[src/rtl/booth_mult_seq_if.sv]
// -----------------------------------------------------------------------------
// booth_mult_seq_if
// Bundles the signals of the sequential Booth multiplier into one interface.
// It covers the ALU-side start/done handshake with its operands and product,
// and the link to the external 32-bit carry-lookahead adder.
//
// Modports
//   slave  : the multiplier itself (booth_mult_seq)
//   master : the surrounding ALU plus the adder (drives start/operands/adder_sum)
//
// Signals
//   start      ALU -> mult   request, sampled only while ready=1
//   mcand      ALU -> mult   signed multiplicand
//   mplier     ALU -> mult   signed multiplier
//   ready      mult -> ALU   idle, can accept start
//   done       mult -> ALU   one-cycle pulse, product valid
//   prod_hi    mult -> ALU   product[63:32]
//   prod_lo    mult -> ALU   product[31:0]
//   ovf        mult -> ALU   product does not fit in signed 32 bits
//   adder_a    mult -> adder partial-product high word
//   adder_b    mult -> adder mcand, ~mcand or 0
//   adder_cin  mult -> adder 1 only for subtract
//   adder_sum  adder -> mult sum
// -----------------------------------------------------------------------------
interface booth_mult_seq_if #(
    parameter int WIDTH = 32
);
    logic             start;
    logic [WIDTH-1:0] mcand;
    logic [WIDTH-1:0] mplier;
    logic             ready;
    logic             done;
    logic [WIDTH-1:0] prod_hi;
    logic [WIDTH-1:0] prod_lo;
    logic             ovf;
    logic [WIDTH-1:0] adder_a;
    logic [WIDTH-1:0] adder_b;
    logic             adder_cin;
    logic [WIDTH-1:0] adder_sum;

    modport slave (
        input  start, mcand, mplier, adder_sum,
        output ready, done, prod_hi, prod_lo, ovf, adder_a, adder_b, adder_cin
    );

    modport master (
        output start, mcand, mplier, adder_sum,
        input  ready, done, prod_hi, prod_lo, ovf, adder_a, adder_b, adder_cin
    );
endinterface

[src/rtl/booth_mult_seq.sv]
// -----------------------------------------------------------------------------
// booth_mult_seq
// Sequential radix-2 Booth signed multiplier, 32x32 -> 64. Each CALC cycle
// performs one add/subtract through the external carry-lookahead adder and one
// 65-bit arithmetic right shift of {hi, lo, q_m1}. A product takes 32 CALC
// cycles. It is followed by a single DONE cycle that pulses done.
//
// Ports
//   clk   rising-edge clock
//   clrn  asynchronous, active-high reset (clears all state)
//   bus   booth_mult_seq_if.slave: start/ready/done handshake, operands,
//         product, ovf, and the adder link (adder_a/b/cin out, adder_sum in)
//
// Configuration
//   MULT_OVF_DETECT_EN  when defined, ovf is registered on the CALC->DONE
//                       transition as (prod_hi != {32{prod_lo[31]}}). It is
//                       cleared on an accepted start. When undefined, ovf is
//                       tied to 0.
// -----------------------------------------------------------------------------
module booth_mult_seq #(
    parameter int WIDTH = 32,
    parameter int CNT_W = 6
) (
    input logic           clk,
    input logic           clrn,
    booth_mult_seq_if.slave bus
);
    typedef enum logic [1:0] {
        IDLE = 2'd0,
        CALC = 2'd1,
        DONE = 2'd2
    } state_t;

    state_t           state, state_nxt;
    logic [WIDTH-1:0] mcand_q;
    logic [WIDTH-1:0] hi, lo;
    logic             q_m1;
    logic [CNT_W-1:0] counter;

    logic             accept;
    logic             last_iter;
    logic [WIDTH-1:0] b_sel;
    logic             cin_sel;
    logic             v, s;
    logic [WIDTH-1:0] hi_nxt, lo_nxt;

    assign accept    = (state == IDLE) && bus.start;
    assign last_iter = (counter == CNT_W'(WIDTH - 1));

    // Next-state logic and the adder operand mux.
    // NOTE: every always_comb output gets a default first so no path can infer a latch.
    always_comb begin
        state_nxt = state;
        b_sel     = '0;
        cin_sel   = 1'b0;
        case (state)
            IDLE: if (bus.start) state_nxt = CALC;
            CALC: begin
                case ({lo[0], q_m1})
                    2'b01:   b_sel = mcand_q;
                    2'b10: begin
                        b_sel   = ~mcand_q;   // hi - mcand as hi + ~mcand + 1
                        cin_sel = 1'b1;
                    end
                    default: b_sel = '0;
                endcase
                if (last_iter) state_nxt = DONE;
            end
            DONE:    state_nxt = IDLE;
            default: state_nxt = IDLE;
        endcase
    end

    // The adder result can overflow 32 bits. For example, hi - 0x80000000
    // overflows. Recover the true 33rd (sign) bit from the signed-overflow
    // flag so that the arithmetic shift brings in the correct sign.
    assign v      = (hi[WIDTH-1] == b_sel[WIDTH-1]) &&
                    (bus.adder_sum[WIDTH-1] != hi[WIDTH-1]);
    assign s      = bus.adder_sum[WIDTH-1] ^ v;
    assign hi_nxt = {s, bus.adder_sum[WIDTH-1:1]};
    assign lo_nxt = {bus.adder_sum[0], lo[WIDTH-1:1]};

    // NOTE: sequential state uses non-blocking assignments so every register samples pre-edge values.
    always_ff @(posedge clk or posedge clrn) begin
        if (clrn) begin
            state   <= IDLE;
            mcand_q <= '0;
            hi      <= '0;
            lo      <= '0;
            q_m1    <= 1'b0;
            counter <= '0;
        end else begin
            state <= state_nxt;
            if (accept) begin
                mcand_q <= bus.mcand;
                hi      <= '0;
                lo      <= bus.mplier;
                q_m1    <= 1'b0;
                counter <= '0;
            end else if (state == CALC) begin
                hi      <= hi_nxt;
                lo      <= lo_nxt;
                q_m1    <= lo[0];
                counter <= counter + 1'b1;
            end
        end
    end

`ifdef MULT_OVF_DETECT_EN
    logic ovf_q;

    // Evaluated on the final shifted value, i.e. the one being written this edge.
    always_ff @(posedge clk or posedge clrn) begin
        if (clrn) begin
            ovf_q <= 1'b0;
        end else if (accept) begin
            ovf_q <= 1'b0;
        end else if ((state == CALC) && last_iter) begin
            ovf_q <= (hi_nxt != {WIDTH{lo_nxt[WIDTH-1]}});
        end
    end

    assign bus.ovf = ovf_q;
`else
    assign bus.ovf = 1'b0;
`endif

    assign bus.ready     = (state == IDLE);
    assign bus.done      = (state == DONE);
    assign bus.prod_hi   = hi;
    assign bus.prod_lo   = lo;
    assign bus.adder_a   = hi;
    assign bus.adder_b   = b_sel;
    assign bus.adder_cin = cin_sel;
endmodule

[src/flat_wrapper.sv]
// flat-port wrapper written by rule: the top's interface ports become plain ports
module booth_mult_seq_flat 
#(
    parameter int WIDTH = 32,
    parameter int CNT_W = 6
)
  (clk, clrn, bus_start, bus_mcand, bus_mplier, bus_adder_sum, bus_ready, bus_done, bus_prod_hi, bus_prod_lo, bus_ovf, bus_adder_a, bus_adder_b, bus_adder_cin);
  booth_mult_seq_if #(.WIDTH(WIDTH)) bus_i ();
  input logic clk;
  input logic clrn;
  input wire logic [$bits(bus_i.start)-1:0] bus_start;
  input wire logic [$bits(bus_i.mcand)-1:0] bus_mcand;
  input wire logic [$bits(bus_i.mplier)-1:0] bus_mplier;
  input wire logic [$bits(bus_i.adder_sum)-1:0] bus_adder_sum;
  output wire logic [$bits(bus_i.ready)-1:0] bus_ready;
  output wire logic [$bits(bus_i.done)-1:0] bus_done;
  output wire logic [$bits(bus_i.prod_hi)-1:0] bus_prod_hi;
  output wire logic [$bits(bus_i.prod_lo)-1:0] bus_prod_lo;
  output wire logic [$bits(bus_i.ovf)-1:0] bus_ovf;
  output wire logic [$bits(bus_i.adder_a)-1:0] bus_adder_a;
  output wire logic [$bits(bus_i.adder_b)-1:0] bus_adder_b;
  output wire logic [$bits(bus_i.adder_cin)-1:0] bus_adder_cin;
  assign bus_i.start = bus_start;
  assign bus_i.mcand = bus_mcand;
  assign bus_i.mplier = bus_mplier;
  assign bus_i.adder_sum = bus_adder_sum;
  assign bus_ready = bus_i.ready;
  assign bus_done = bus_i.done;
  assign bus_prod_hi = bus_i.prod_hi;
  assign bus_prod_lo = bus_i.prod_lo;
  assign bus_ovf = bus_i.ovf;
  assign bus_adder_a = bus_i.adder_a;
  assign bus_adder_b = bus_i.adder_b;
  assign bus_adder_cin = bus_i.adder_cin;
  booth_mult_seq #(.WIDTH(WIDTH), .CNT_W(CNT_W)) u_core (.clk(clk), .clrn(clrn), .bus(bus_i));
endmodule
[config.mk]
export PLATFORM = sky130hd
export DESIGN_NAME = booth_mult_seq_flat
export DESIGN_NICKNAME = d
export VERILOG_FILES = /design/src/rtl/booth_mult_seq_if.sv /design/src/rtl/booth_mult_seq.sv /design/src/flat_wrapper.sv
export SDC_FILE = /design/constraint.sdc
export NUM_CORES = 1
export LEC_CHECK = 0
export BUFFER_PORTS_ARGS = -buffer_cell sky130_fd_sc_hd__buf_2
export CAP_MARGIN = 20
export CORE_UTILIZATION = 51
export CTS_CLUSTER_DIAMETER = 60
export CTS_CLUSTER_SIZE = 16
export DETAILED_ROUTE_END_ITERATION = 16
export PLACE_DENSITY = 0.82
export SLEW_MARGIN = 20
export SYNTH_ARGS = -nofsm -noshare
export SYNTH_HDL_FRONTEND = slang
export SYNTH_SLANG_ARGS = --single-unit
[constraint.sdc]
create_clock -name clk -period 5.6 [get_ports clk]
set_input_delay 0.56 -clock clk [delete_from_list [all_inputs] [get_ports clk]]
set_output_delay 0.56 -clock clk [all_outputs]
set_load 0.01 [all_outputs]
After elaboration in Yosys (flattened, before gate mapping):

Index checks and enable logic that the tools add are counted.

* bits in registers: 105
* latch bits: 0
* memory bits (read-only): 0
* memories kept: 0
* memory bits (writable): 0
* word-level logic and storage cells: 38
* output and inout port bits: 132
* bits of input ports: 99

* $lt $le $gt $ge: 0
* equality and inequality tests: 9
* div/mod/pow operators: 0
* multipliers: 0
* muxes and demuxes: 15
* reduce and logical (&&, ||, !) cells: 5
* bitwise logic cells: 2
* add/subtract/negate cells: 1
* shift operators: 0

Operators with widths (count)
* two-way mux 32 bit: 5
* case mux 32 bit (2 select lines): 1
* inverter 32 bit: 1
* two-way mux 6 bit: 2
* adder 6 x 1 -> 6 bit (second input constant): 1
* == test 6 x 5 -> 1 bit (second input constant): 1
* == test 2 x 1 -> 1 bit (second input constant): 2
* == test 2 bit (second input constant): 2
* two-way mux 1 bit: 4
* two-way mux 2 bit: 2
* case mux 2 bit (2 select lines): 1
* logical AND 1 bit: 2
* logical NOT 2 bit: 1
* inequality test 2 x 1 -> 1 bit (second input constant): 1
* inequality test 2 bit (second input constant): 1
* AND reduction 2 bit: 1
* nonzero test 2 bit: 1
* == test 1 bit: 1
* inequality test 1 bit: 1
* bitwise XOR 1 bit: 1

Logic depth before layout (Yosys ltp):

Gate-level depths: netlist of the first run.

* depth after elaboration: 8
* gate-level depth with buffers: 6
* mapped depth without buffers: 4

Least setup slack after synthesis of the first run:

Ideal clock, no wire load.

* kind: reg-to-output
* from: register u_core.lo[0] (netlist: u_core.bus.prod_lo[0])
* to: output port bus_adder_b[10]
* arrival: 1.255 ns
* data required time: 5.040 ns
* cell stages (with the launch flop): 5
* setup slack: 3.785 ns
* cells stage by stage: dfrtp_1 nor2b_1 clkbuf_1 mux2i_1 nor2_1

* cells in the longest elaborated chain, start to end: 3
* elaborated cells on any way between the ends: 4
* those cells by class: eq/ne: 2; mux: 2

Ends and longest elaborated chain
* start: declaration: RTL line booth_mult_seq.sv:36 `logic [WIDTH-1:0] hi, lo;`
* start signal: assignment: RTL line booth_mult_seq.sv:97 `lo <= bus.mplier;`
* start signal: assignment: RTL line booth_mult_seq.sv:102 `lo <= lo_nxt;`
* == test 2 bit or == test 2 x 1 -> 1 bit (tied branches): RTL line booth_mult_seq.sv:59 `case ({lo[0], q_m1})`
* case mux 32 bit (2 select lines) *: RTL line booth_mult_seq.sv:59
* two-way mux 32 bit *: RTL line booth_mult_seq.sv:56 `case (state)`
* end: declaration: RTL line flat_wrapper.sv:21 `output wire logic [$bits(bus_i.adder_b)-1:0] bus_adder_b;`

Mark *: on every way between the ends. The rest lies on a longest branch, timed or not.

Final worst setup path of the first run:

* from: register u_core.state[0]
* to: output port bus_adder_cin

* cells in the longest elaborated chain, start to end: 2

Ends and longest elaborated chain
* start: declaration: RTL line booth_mult_seq.sv:34 `state_t state, state_nxt;`
* start signal: assignment: RTL line booth_mult_seq.sv:93 `state <= state_nxt;`
* == test 2 x 1 -> 1 bit: RTL line booth_mult_seq.sv:56
* two-way mux 1 bit: RTL line booth_mult_seq.sv:56
* end: declaration: RTL line flat_wrapper.sv:22 `output wire logic [$bits(bus_i.adder_cin)-1:0] bus_adder_cin;`

Every way passes these cells.

==> flow_metrics.py, run 1 <==
metrics = {
    "outcome": {
        "status": "completed",
    },
    "place": {
        "dpl-instance-area_um2": 5940,
        "io_buffers": 229,
        "dp_hpwl_um": 8370,
        "place_ws_ns": 3.05,
        "gp_congestion": 0.778,
    },
    "global_routing": {
        "grt-ovfl-total": 0,
        "grt_max_degree": 94,
        "antenna_found_initial": 0,
        "track_usage_pct": 23.7,
        "grt_pass1_vias": 4169,
        "grt_pass1_wl_um": 19100,
    },
    "power": {
        "p_int_mw": 1.66,
        "irDropWorstVdd_uv": 244,
        "p_per_area_nw_per_um2": 432,
        "p_sw_share_pct": 37.7,
        "clkPwrFrac_pct": 19.2,
        "power_frac_seq_pct": 43.1,
        "total_power_mw": 2.66,
        "p_leak_nw": 3.55,
        "power_switching_mw": 1.00,
        "p_comb_share_pct": 37.7,
    },
    "floorplan": {
        "dieArea_um2": 10200,
        "core_area_um2": 9370,
        "die_x_um": 101,
        "initial_utilization_pct": 53.5,
        "die_y_um": 101,
        "floorplan.io_pins": 231,
        "rows": 35,
    },
    "sta": {
        "timing.final.crit_period_ns": 2.93,
        "setup_tns_ns": 0,
        "fmax_ghz": 0.341,
        "tightest_slew_ns": 0.844,
        "final_max_slew_viol_count": 0,
        "skew_ns": 0.0124,
        "finalSetupViolCount": 0,
        "rsz0062_at_grt": "false",
        "fin_crit_sh_pct": 52.3,
        "relSlewSlack_pct": 43.7,
        "setup_ws_ns": 2.67,
        "hold_viol": 0,
    },
    "critical_path": {
        "startpoint_type": "flip-flop",
        "cp.arrival_ns": 2.37,
        "required_ns": 5.04,
        "worst-setup-path-type": "reg -> out",
        "max_stage_delay_ns": 0.70,
        "path_max_fanout": 40,
        "crit_path_end_kind": "output pin",
        "critical_path.cell_chain": "nor2b_4 -> buf_4 -> and2_1 -> buf_2",
        "crit_path_top_delay_cell": "nor2b_4",
        "critPathBufInv": 2,
        "critical_path.top_delay_family": "simple AND/OR/NAND/NOR gates",
    },
    "yosys": {
        "seq_area_frac_synth_pct": 52.4,
        "yosysWarnings": 0,
        "synth-edff-count": 0,
        "ys_ff_latch": 105,
        "synthArstFlopShare_pct": 100,
        "synth_cell_types": 28,
        "synth_top_flop_cell": "dfrtp_1",
        "syn_nets": 672,
        "netlist_area_um2": 5010,
        "avgSynthCellArea_um2": 8.76,
        "synth_cells": 572,
    },
    "clock_network": {
        "h-tree-depth": 3,
        "cts-root-buf": "clkbuf_8",
        "cts-buffers-inserted": 9,
        "post_cts_buffers": 0,
        "worstSkewPairLatency_ns": 0.35,
        "postCtsHoldBufs": 0,
        "cts_tree": "done",
        "clk_pin_slew_ns": 0.10,
        "ctsLongestPathBuffers": 2,
        "cts_sinks": 105,
        "postCtsResizedCells": 0,
    },
    "final_layout": {
        "syn_to_final_growth_pct": 23.1,
        "multi_input_area_um2": 1960,
        "drive_above_1_share_pct": 34.5,
        "seq_area_um2": 2630,
        "final_net_count": 846,
        "layout_commonest_cell": "nand2_1",
        "fillers": 825,
        "design_area_um2": 6170,
        "n_antenna_cell": 0,
        "layout_common_cells": "231 x nand2_1, 229 x buf_2, 105 x dfrtp_1",
    },
    "job": {
        "drv_cap": 0,
    },
    "route": {
        "drc": 0,
        "avgViaCountPerCell": 5.13,
        "wire_per_inst_um": 13.9,
        "routed_wl_um": 12200,
        "vias": 4510,
        "drt-pass1-iter-count": 5,
        "ant_nets": 0,
        "first_iter_violations": 201,
    },
    "min_path": {
        "hp-class": "in -> async",
    },
}
-- power by group through the flow --
| stage | sequential (mW) | clock, mW | combinational, mW |
|---|---|---|---|
| final | 1.15 | 0.511 | 1.00 |
| after global routing | 1.18 | 0.553 | 1.12 |
| after CTS | 1.14 | 0.520 | 1.01 |
| after detailed placement | 1.16 | 0 | 1.01 |
| after global placement | 1.14 | 0 | 0.979 |
| after floorplan | 1.18 | 0 | 0.606 |
-- state kept, by name, summed over array words and instances, names as in the netlist --
| name | flops |
|---|---|
| u_core.mcand_q | 32 |
| u_core.state | 2 |
| u_core.bus.adder_a | 32 |
| u_core.bus.prod_lo | 32 |
| u_core.q_m1 | 1 |
| u_core.counter | 6 |
-- worst reg2reg max path, cell delays in order, from the launching register on --
cell and delay (ns):
dfrtp_1 0.51, nor2b_4 0.70, buf_4 0.50, nand4_1 0.17, mux2i_1 0.15
-- cell families (layout without fill, tap and decap cells) --
kind of cell / count (synthesis) / in the layout / synth area share [%]
AOI/OAI and AO/OA: 43 / 43 / 6.14
and+or+nand+nor: 316 / 316 / 25.5
buffers and inverters: 73 / 251 / 8.99
DFF: 105 / 105 / 52.4
other: 1 / 1 / 0.0748
muxes: 33 / 33 / 6.59
adders and majority gates: 1 / 1 / 0.250
-- per-layer routing --
| metal | part of all wire [%] | track usage, % | vias to the layer above |
|---|---|---|---|
| met2 | 50 | 41.0 | 179 |
| met4 | 1.2 | 7.58 | 0 |
| met5 | 0 | 0 | - |
| met3 | 6.4 | 4.65 | 11 |
| li1 | - | - | 2161 |
| met1 | 42 | 30.0 | 2159 |
-- path summary, 6_finish.rpt --
check / start / to / slack (ns) / cells past startpoint
setup / recovery: u_core.state[0] / bus_adder_cin / 2.67 / 4
max in group asynchronous: clrn / u_core.bus.adder_a[17] / 4.43 / 3
min in group clk: bus_mcand[12] / u_core.mcand_q[12] / 0.39 / 3
hold / removal: clrn / u_core.bus.prod_lo[31] / 0.1 / 2
hold reg to reg: u_core.mcand_q[0] / u_core.mcand_q[0] / 0.51 / 2
setup reg to reg: u_core.state[0] / u_core.counter[5] / 3.46 / 4
-- cells in the mapped netlist, drive strengths merged, types with 2 or more instances --
cell type	instances	area share, %
buf	59	7.9
mux2i	33	6.6
nand2	231	17
nor3b	3	0.45
a22oi	32	4.8
nor2b	4	0.50
dfrtp	105	52
nand3	37	3.7
clkbuf	13	0.97
nand2b	2	0.25
a21oi	4	0.40
o21ai	4	0.40
nor2	33	2.5
-- cell type report --
cell class,instances,share of cell area (%)
multi-input combinational,394,31.8
tap,129,2.62
clock inverter,5,1.28
inverter,1,0.101
clock buffer,10,2.23
timing repair buffer,235,19.4
sequential,105,42.6
-- stage by stage --
step / utilization [%] / cells / hold slack, ns
2_1_floorplan: - / 572 / 0.436
3_3_place_gp: 63.4 / 864 / 0.458
3_5_place_dp: 63.4 / 864 / 0.479
4_1_cts: 65.7 / 879 / 0.0945
5_1_grt: 65.8 / 879 / 0.0894
6_report: 65.8 / 879 / 0.0999
Note: power is estimated with default switching activity, not from simulation.
==> inputs of run 2 (changes only) <==
--- a/config.mk
+++ b/config.mk
@@ -5,13 +5,14 @@
 export SDC_FILE = /design/constraint.sdc
 export NUM_CORES = 1
 export LEC_CHECK = 0
+export ABC_AREA = 1
 export BUFFER_PORTS_ARGS = -buffer_cell sky130_fd_sc_hd__buf_2
 export CAP_MARGIN = 20
-export CORE_UTILIZATION = 51
+export CORE_UTILIZATION = 42
 export CTS_CLUSTER_DIAMETER = 60
 export CTS_CLUSTER_SIZE = 16
 export DETAILED_ROUTE_END_ITERATION = 16
-export PLACE_DENSITY = 0.82
+export PLACE_DENSITY = 0.72
 export SLEW_MARGIN = 20
 export SYNTH_ARGS = -nofsm -noshare
 export SYNTH_HDL_FRONTEND = slang
==> constraint.sdc (replaced) <==
create_clock -name clk -period 2.4 [get_ports clk]
set_input_delay 0.24 -clock clk [delete_from_list [all_inputs] [get_ports clk]]
set_output_delay 0.24 -clock clk [all_outputs]
set_load 0.01 [all_outputs]
==> flow_metrics.py, run 2 <==
metrics = {
    "final_layout": {
        "fin_cells": 882,
        "final_net_count": 837,
        "n_antenna_cell": 0,
        "drive_above_1_share_pct": 35.2,
        "layout_common_cells": "229 x buf_2, 167 x nand2_1, 105 x dfrtp_1",
        "design_area_um2": 6140,
        "layout_commonest_cell": "buf_2",
        "syn_to_final_growth_pct": 26.8,
    },
    "sta": {
        "setup_tns_ns": 0,
        "relSlewSlack_pct": 47.2,
        "final_max_slew_viol_count": 0,
        "finalSetupViolCount": 0,
        "timing.final.crit_period_ns": 2.13,
        "skew_ns": 0.0108,
        "tightest_slew_ns": 0.791,
        "fin_crit_sh_pct": 88.6,
        "rsz0062_at_grt": "false",
        "hold_viol": 0,
        "fmax_ghz": 0.470,
    },
    "outcome": {
        "status": "completed",
    },
    "critical_path": {
        "required_ns": 2.16,
        "crit_path_top_delay_cell": "dfrtp_1",
        "r2r_slack_ns": 0.58,
        "startpoint_type": "flip-flop",
        "critical_path.cell_chain": "inv_1 -> nand2_2 -> clkinv_2 -> o21ai_0 -> a21oi_1 -> buf_2",
        "reg2reg_from": "u_core.state[0]",
        "worst-setup-path-type": "reg -> out",
        "path_max_fanout": 39,
        "crit_path_end": "bus_adder_b[28]",
        "crit_start": "u_core.state[1]",
        "reg2regPathDepth": 4,
        "max_stage_delay_ns": 0.38,
        "cp.arrival_ns": 1.89,
        "crit_path_end_kind": "output pin",
        "timing.rr.end": "u_core.bus.adder_a[15]",
    },
    "clock_network": {
        "ctsLongestPathBuffers": 2,
        "postCtsResizedCells": 0,
        "cts-buffers-inserted": 9,
        "h-tree-depth": 3,
        "worstSkewPairLatency_ns": 0.34,
        "cts-root-buf": "clkbuf_16",
        "cts_sinks": 105,
        "post_cts_buffers": 0,
        "clk_pin_slew_ns": 0.07,
        "cts_tree": "done",
        "postCtsHoldBufs": 0,
    },
    "route": {
        "first_iter_violations": 220,
        "avgViaCountPerCell": 4.92,
        "drt-pass1-iter-count": 6,
        "vias": 4341,
        "drc": 0,
        "wire_per_inst_um": 14.0,
        "ant_nets": 0,
        "routed_wl_um": 12400,
    },
    "yosys": {
        "netlist_area_um2": 4850,
        "synth_top_area_share_pct": 54.2,
        "synth.area.mux_share_pct": 0,
        "synth_cells": 551,
        "synth_top_area_cell": "dfrtp_1",
        "synth_area_leaders": "dfrtp_1 54%, nand2_1 13%, o21ai_0 6.2%, buf_4 6.0%, a22o_1 5.6%",
        "syn_nets": 651,
        "synth_cell_types": 22,
        "ys_ff_latch": 105,
        "synth_top_flop_cell": "dfrtp_1",
        "synth.most_common_cell": "nand2_1",
        "synthArstFlopShare_pct": 100,
        "synth_top_family_by_area": "simple AND/OR/NAND/NOR gates",
        "synthXorXnorAreaFrac_pct": 0,
        "yosysWarnings": 0,
        "seq_area_frac_synth_pct": 54.2,
        "synth_compound_area_share_pct": 15.4,
        "synth-edff-count": 0,
        "synth.top_cells.by_count": "167 x nand2_1, 105 x dfrtp_1, 60 x o21ai_0",
        "avgSynthCellArea_um2": 8.80,
        "yosys.area_share.simple_pct": 18.3,
        "synth-adder-area-share_pct": 0.258,
    },
    "global_routing": {
        "grt-ovfl-total": 0,
        "track_usage_pct": 20.4,
        "antenna_found_initial": 0,
        "grt_pass1_wl_um": 18800,
        "grt_pass1_vias": 3894,
        "grt_max_degree": 70,
    },
    "place": {
        "gp_congestion": 0.809,
        "io_buffers": 229,
        "dp_hpwl_um": 8920,
        "place_inst": 866,
        "dpl-instance-area_um2": 5850,
    },
    "power": {
        "total_power_mw": 8.43,
        "irDropWorstVdd_uv": 665,
        "p_leak_nw": 3.30,
        "p_per_area_nw_per_um2": 1370,
    },
    "floorplan": {
        "floorplan.io_pins": 231,
        "dieArea_um2": 12000,
        "core_area_um2": 11000,
        "die_x_um": 109,
        "die_y_um": 109,
        "rows": 38,
        "initial_utilization_pct": 43.9,
    },
    "min_path": {
        "hp-class": "in -> async",
    },
    "job": {
        "drv_cap": 0,
    },
}
## run 2: changes by cell type after synthesis, moves of 7 or more
cell,before,now
a21oi_1,4,31
a22o_1,0,31
a22oi_1,32,0
buf_2,18,11
inv_1,1,32
mux2i_1,33,0
nand2_1,231,167
nor2_1,33,10
o21ai_0,4,60
## run 2: per-stage QoR
step                hold slack [ns]  setup WS, ns  utilization (%)
floorplan                     0.350         0.900                -
global placement              0.422         0.503             53.1
detailed placement            0.429         0.489             53.1
CTS                          0.0641         0.125             55.7
global route                 0.0997        0.0831             55.7
finish                       0.0436         0.274             55.7
## run 2: final cells by class
| type | count | area, µm² |
|---|---|---|
| flip-flops and latches | 105 | 2630 |
| fillers | 1030 | 4890 |
| inverters | 35 | 136 |
| repair buffers | 239 | 1260 |
| well taps | 140 | 175 |
| clock inverters | 5 | 56.3 |
| multi-input cells | 347 | 1660 |
| clock buffers | 11 | 233 |
## run 2: critical path: cells and delay by family, from the launching register on
family / cells / cell delay (ns)
AO/OA/AOI/OAI: 2 / 0.35
flip-flops: 1 / 0.38
buffers and inverters: 3 / 0.68
AND/OR/NAND/NOR: 1 / 0.14
## run 2: worst min path at each step
stage / start / endpoint / cells after the start
after floorplan: bus_mcand[0] / u_core.mcand_q[0] / 2
after global placement: clrn / u_core.mcand_q[11] / 2
after detailed placement: clrn / u_core.mcand_q[11] / 2
after CTS: clrn / u_core.mcand_q[29] / 2
after global routing: clrn / u_core.mcand_q[11] / 2
final: clrn / u_core.mcand_q[11] / 2
## run 2: kinds of logic after synthesis
family          after synthesis
simple gates                220
buf+inv                      99
fa+ha+maj                     1
flops                       105
other cells                   1
compound gates              125
## run 2: power breakdown
group	total, mW	internal [mW]	leakage [nW]	switching (mW)
Clock	1.43	0.808	0.139	0.624
Sequential	3.03	2.52	1.29	0.513
Combinational	3.96	1.58	1.87	2.38
## run 2: layer usage
metal	routed length [µm]	up-vias	share of wire (%)	track usage (%)
met5	0	-	0	0
met2	6180	182	50	35.5
met4	203	0	1.6	8.29
met1	5240	2003	42	25.4
li1	-	2139	-	-
met3	758	17	6.1	3.02
